--- src/rtl/prog_loader.sv ---
// Program loader: streams header/payload words into instruction and data memories,
// then releases the core and watches its PC for a halt. Optional watchdog: LOADER_WATCHDOG_EN.
module prog_loader #(
    parameter int DATA_W         = 32,
    parameter int ADDR_W         = 8,
    parameter int HALT_CYCLES    = 4,
    parameter int TIMEOUT_CYCLES = 1000
) (
    input  logic              clk,
    input  logic              rst,
    input  logic              in_valid,
    output logic              in_ready,
    input  logic [DATA_W-1:0] in_data,
    input  logic              in_last,
    output logic              im_we,
    output logic              dm_we,
    output logic [ADDR_W-1:0] im_addr,
    output logic [ADDR_W-1:0] dm_addr,
    output logic [DATA_W-1:0] im_wdata,
    output logic [DATA_W-1:0] dm_wdata,
    output logic              core_rst,
    input  logic [DATA_W-1:0] pc,
    output logic              busy,
    output logic              done,
    output logic              timeout,
    output logic              err
);
    typedef enum logic [2:0] {HDR, LOAD, RUN, DONE, TOUT, ERR} state_e;

    localparam int HC_W = $clog2(HALT_CYCLES + 1);

    state_e              state_q, state_d;
    logic [ADDR_W-1:0]   addr_q, addr_d;
    logic                tgt_dm_q, tgt_dm_d;
    logic [DATA_W-1:0]   pc_q, pc_d;
    logic [HC_W-1:0]     eq_cnt_q, eq_cnt_d;
    logic                im_we_q, im_we_d, dm_we_q, dm_we_d;
    logic [ADDR_W-1:0]   im_addr_q, im_addr_d, dm_addr_q, dm_addr_d;
    logic [DATA_W-1:0]   im_wdata_q, im_wdata_d, dm_wdata_q, dm_wdata_d;
    logic                ready_q, ready_d;
    logic                core_rst_q, core_rst_d;
    logic                busy_q, busy_d, done_q, done_d, err_q, err_d;
    logic                xfer;

`ifdef LOADER_WATCHDOG_EN
    localparam int RUN_W = $clog2(TIMEOUT_CYCLES + 1);
    logic [RUN_W-1:0]    run_cnt_q, run_cnt_d;
    logic                tout_q, tout_d;
`else
    localparam int unused_timeout_cycles = TIMEOUT_CYCLES;
`endif

    // The synchronous reset also gates the handshake so nothing is accepted while it is held.
    assign in_ready = rst && ready_q;
    assign xfer     = in_valid && in_ready;

    always_comb begin
        // NOTE: every _d gets a default first so no path through the case infers a latch.
        state_d    = state_q;
        addr_d     = addr_q;
        tgt_dm_d   = tgt_dm_q;
        pc_d       = pc;
        eq_cnt_d   = '0;
        im_we_d    = 1'b0;
        dm_we_d    = 1'b0;
        im_addr_d  = im_addr_q;
        dm_addr_d  = dm_addr_q;
        im_wdata_d = im_wdata_q;
        dm_wdata_d = dm_wdata_q;
`ifdef LOADER_WATCHDOG_EN
        run_cnt_d  = '0;
`endif
        case (state_q)
            HDR: begin
                if (xfer) begin
                    if (in_data[DATA_W-2]) begin
                        state_d = RUN;
                    end else begin
                        tgt_dm_d = in_data[DATA_W-1];
                        addr_d   = in_data[ADDR_W-1:0];
                        state_d  = LOAD;
                    end
                end
            end
            LOAD: begin
                if (xfer) begin
                    if (tgt_dm_q) begin
                        dm_we_d    = 1'b1;
                        dm_addr_d  = addr_q;
                        dm_wdata_d = in_data;
                    end else begin
                        im_we_d    = 1'b1;
                        im_addr_d  = addr_q;
                        im_wdata_d = in_data;
                    end
                    addr_d = addr_q + 1'b1;
                    // Running off the top of memory is fatal rather than wrapping.
                    if (in_last) begin
                        state_d = HDR;
                    end else if (&addr_q) begin
                        state_d = ERR;
                    end
                end
            end
            RUN: begin
                eq_cnt_d = (pc == pc_q) ? eq_cnt_q + 1'b1 : '0;
`ifdef LOADER_WATCHDOG_EN
                run_cnt_d = run_cnt_q + 1'b1;
`endif
                if (eq_cnt_d == HC_W'(HALT_CYCLES)) begin
                    state_d = DONE;
                end
`ifdef LOADER_WATCHDOG_EN
                else if (run_cnt_d == RUN_W'(TIMEOUT_CYCLES)) begin
                    state_d = TOUT;
                end
`endif
            end
            default: begin
            end
        endcase

        // Status flags are decoded from the next state so they change on the same edge.
        ready_d    = (state_d == HDR) || (state_d == LOAD);
        core_rst_d = (state_d != RUN);
        done_d     = (state_d == DONE);
        err_d      = (state_d == ERR);
        busy_d     = (state_d == LOAD) || (state_d == RUN) || ((state_d == HDR) && busy_q);
`ifdef LOADER_WATCHDOG_EN
        tout_d     = (state_d == TOUT);
`endif
    end

    always_ff @(posedge clk) begin
        if (!rst) begin
            // NOTE: non-blocking assignments so every flop samples the pre-edge values.
            state_q    <= HDR;
            addr_q     <= '0;
            tgt_dm_q   <= 1'b0;
            pc_q       <= '0;
            eq_cnt_q   <= '0;
            im_we_q    <= 1'b0;
            dm_we_q    <= 1'b0;
            im_addr_q  <= '0;
            dm_addr_q  <= '0;
            im_wdata_q <= '0;
            dm_wdata_q <= '0;
            ready_q    <= 1'b1;
            core_rst_q <= 1'b1;
            busy_q     <= 1'b0;
            done_q     <= 1'b0;
            err_q      <= 1'b0;
`ifdef LOADER_WATCHDOG_EN
            run_cnt_q  <= '0;
            tout_q     <= 1'b0;
`endif
        end else begin
            state_q    <= state_d;
            addr_q     <= addr_d;
            tgt_dm_q   <= tgt_dm_d;
            pc_q       <= pc_d;
            eq_cnt_q   <= eq_cnt_d;
            im_we_q    <= im_we_d;
            dm_we_q    <= dm_we_d;
            im_addr_q  <= im_addr_d;
            dm_addr_q  <= dm_addr_d;
            im_wdata_q <= im_wdata_d;
            dm_wdata_q <= dm_wdata_d;
            ready_q    <= ready_d;
            core_rst_q <= core_rst_d;
            busy_q     <= busy_d;
            done_q     <= done_d;
            err_q      <= err_d;
`ifdef LOADER_WATCHDOG_EN
            run_cnt_q  <= run_cnt_d;
            tout_q     <= tout_d;
`endif
        end
    end

    assign im_we    = im_we_q;
    assign dm_we    = dm_we_q;
    assign im_addr  = im_addr_q;
    assign dm_addr  = dm_addr_q;
    assign im_wdata = im_wdata_q;
    assign dm_wdata = dm_wdata_q;
    assign core_rst = core_rst_q;
    assign busy     = busy_q;
    assign done     = done_q;
    assign err      = err_q;
`ifdef LOADER_WATCHDOG_EN
    assign timeout  = tout_q;
`else
    assign timeout  = 1'b0;
`endif

endmodule
--- config.mk ---
export PLATFORM = sky130hd
export DESIGN_NAME = prog_loader
export DESIGN_NICKNAME = d
export VERILOG_FILES = /design/src/rtl/prog_loader.sv
export SDC_FILE = /design/constraint.sdc
export NUM_CORES = 1
export LEC_CHECK = 0
export CAP_MARGIN = 20
export CORE_MARGIN = 1
export CORE_UTILIZATION = 47
export DETAILED_ROUTE_END_ITERATION = 8
export GPL_TIMING_DRIVEN = 0
export PLACE_DENSITY = 0.84
export SLEW_MARGIN = 5
export SYNTH_ARGS = -nofsm -noshare
export SYNTH_HDL_FRONTEND = slang
export SYNTH_SLANG_ARGS = --single-unit
--- constraint.sdc ---
create_clock -name clk -period 2.3 [get_ports clk]
set_input_delay 0.46 -clock clk [delete_from_list [all_inputs] [get_ports clk]]
set_output_delay 0.46 -clock clk [all_outputs]
set_load 0.03 [all_outputs]
==> impl_metrics.toml <==
[timing]
skew_ps = 12.5
holdWs_ps = 453
post-route-period-util_pct = 95.4
drv_slew = 0
rsz0062_at_grt = "false"
slew_headroom_pct = 64.4
finalSetupViolCount = 0
min_period_ps = 2190
hold_viol_final = 0
clock.fmax_mhz = 456
worstMarginPinSlew_ps = 529

[global_route]
grt_max_degree = 20
grt_use_total_pct = 24.6
overflow = 0
grt_pass1_wl_um = 21700
grt_antenna_before_repair = 0
grt_pass1_vias = 4670

[logic_synthesis]
ys_seq_area_share_pct = 52.4
synth_nets = 653
yosysWarnings = 0
synthAdderAreaFrac_pct = 0.489
synthFlopType = "dfxtp_1"
synth_area_per_cell_sq_um = 8.78
synth_edf_count = 0
post_synth_num_cell_types = 39
synthesis.area_sq_um = 5120
synth_simple_gate_area_share_pct = 22.6
synth_top_family_by_area = "simple AND/OR/NAND/NOR gates"
synth_async_sr_flop_share_pct = 0
synth_mux_area_share_pct = 0.196
synth-compound-area-share_pct = 15.2
synthCells = 583
ys_ff_latch = 134
synth-xor-area-share_pct = 5.65

[floorplan]
start_util_pct = 48.9
rows = 37
core_area_sq_um = 10500
die_w_um = 106
die_y_um = 106
ios = 156
die_area_sq_um = 11300

[drt]
drc = 0
drt_iter0_drc = 280
vias = 4666
wl_um = 13500
first_pass_iters = 6
wl_per_cell_um = 14.9
ant_nets = 0
via_per_inst = 5.16

[power]
combinationalPowerShare_pct = 7.0
power.density_nw_per_um2 = 755
intPower_w = 0.00439
ir_worst_vdd_mv = 0.431
pwr-share-clk_pct = 50.3
seq_power_share_pct = 42.6
switching_share_pct = 22.1
p_leak_nw = 2.71
p_sw_w = 0.00124

[job]
maxCapViolCount = 0

[cts]
clk_latency_ps = 520
htree_num_levels = 4
clkSlewWorstSetupHoldPaths_ps = 60
cts-buffers-inserted = 17
cts_max_path_buffers = 2
post_cts_buffers = 0
clock-sinks = 134
cts_tree = "yes"
cts-root-buf = "clkbuf_8"
postCtsHoldBufs = 0

[min_path]
hold_path_class = "flip-flop to flip-flop"

[layout]
fin_nets = 825
areaGrowthSynthToFinish_pct = 45.7
final_common_cell = "nand2_1"
antenna_cells = 0
final_cell_mix = "nand2_1, clkdlybuf4s50_1, dfxtp_1"
drive_gt1_share_pct = 5.60
fin_util_pct = 71.3

[critical_path]
end_kind = "output pin"
worstSetupPathType = "input pin to output pin"
crit_path_start_kind = "input pin"
crit_arrival_ps = 1730
path_max_fanout = 19
required_ps = 1840

[place]
port_buffers = 154
hpwl_um = 10100
gp_congestion = 0.824

[status]
outcome = "finished, final reports clean"
## final cells by class
cell class	count	area, sq um
fill	782	3000
sequential	134	2680
multi-input combinational	406	2270
timing repair buffer	154	1540
clock buffer	19	432
clock inverter	13	194
tap	136	170
buffer	35	155
inverter	7	26.3
## cells in the mapped netlist, drive strengths merged (2+ instances only)
master / instances / area, sq um
o21ai: 11 / 55.1
nor4: 6 / 43.8
nor3b: 4 / 35.0
clkbuf: 29 / 109
nor2: 15 / 56.3
inv: 7 / 26.3
nor3: 3 / 15.0
a21boi: 80 / 601
ha: 2 / 25.0
nand3: 11 / 55.1
and2: 39 / 244
a21oi: 7 / 35.0
xnor2: 10 / 87.6
dfxtp: 134 / 2680
xor2: 23 / 201
o211a: 2 / 20.0
a21o: 2 / 15.0
nor2b: 3 / 18.8
buf: 7 / 36.3
nand4: 4 / 25.0
nand2: 172 / 646
## routing by layer
layer	vias up	part of all wire (%)	track usage [%]
met5	-	0	0
met4	0	2.0	8.43
met3	30	9.1	7.66
met2	220	50	43.9
met1	2174	39	27.4
li1	2242	-	-
## what timing repair did
| item | 4_1_cts | 5_1_grt |
|---|---|---|
| gates resized for setup | 8 | 2 |
| endpoints found under the setup margin | 1 | 1 |
| hold endpoints to repair | 0 | 0 |
## power by group through the flow
stage	Clock [W]	Sequential [W]	Combinational [W]
4_1_cts	0.00286	0.00240	0.000398
3_3_place_gp	0	0.00245	0.000383
6_report	0.00284	0.00240	0.000396
3_5_place_dp	0	0.00245	0.000393
2_1_floorplan	0	0.00247	0.000167
5_1_grt	0.00297	0.00241	0.000429
## worst max-delay path, stage by stage
cell             delay (ps)
clkdlybuf4s50_1         500
clkbuf_8                210
buf_4                   210
and2_1                  150
buf_2                   200
## per-stage QoR
stage | setup WS [ps] | total power (W) | TNS (ps) | cell area (sq um) | cells
3_5_place_dp | -1200 | 0.00285 | -6580 | 6830 | 873
5_1_grt | 23.8 | 0.00581 | 0 | 7460 | 904
2_1_floorplan | 332 | 0.00263 | 0 | 5120 | 583
3_3_place_gp | -1200 | 0.00283 | -3760 | 6830 | 873
4_1_cts | 9.82 | 0.00566 | 0 | 7470 | 904
6_report | 105 | 0.00563 | 0 | 7460 | 904
## final timing paths
path,startpoint,slack [ps],cells after the start,to
worst max-delay path,rst,110,5,in_ready
worst min-delay path,im_wdata[13]$_SDFFE_PN0P_,450,2,im_wdata[13]$_SDFFE_PN0P_
worst max register to register,pc_q[24]$_SDFF_PN0_,280,6,busy$_SDFF_PN0_
worst min register to register,im_wdata[13]$_SDFFE_PN0P_,450,2,im_wdata[13]$_SDFFE_PN0P_
## sequential cells by signal, indices dropped and copies added, names as in the netlist
register  flops
im_wdata     32
dm_addr       8
pc_q         32
state_q       3
eq_cnt_q      3
dm_we         1
err           1
ready_q       1
core_rst      1
im_we         1
dm_wdata     32
im_addr       8
done          1
addr_q        8
busy          1
tgt_dm_q      1
## logic make-up after synthesis
family,after synthesis
buf+inv,43
compound gates,109
mux,1
xor+xnor,33
fa+ha+maj,2
other cells,1
simple gates,260
flops,134
Power figures use the tool's default switching activity.
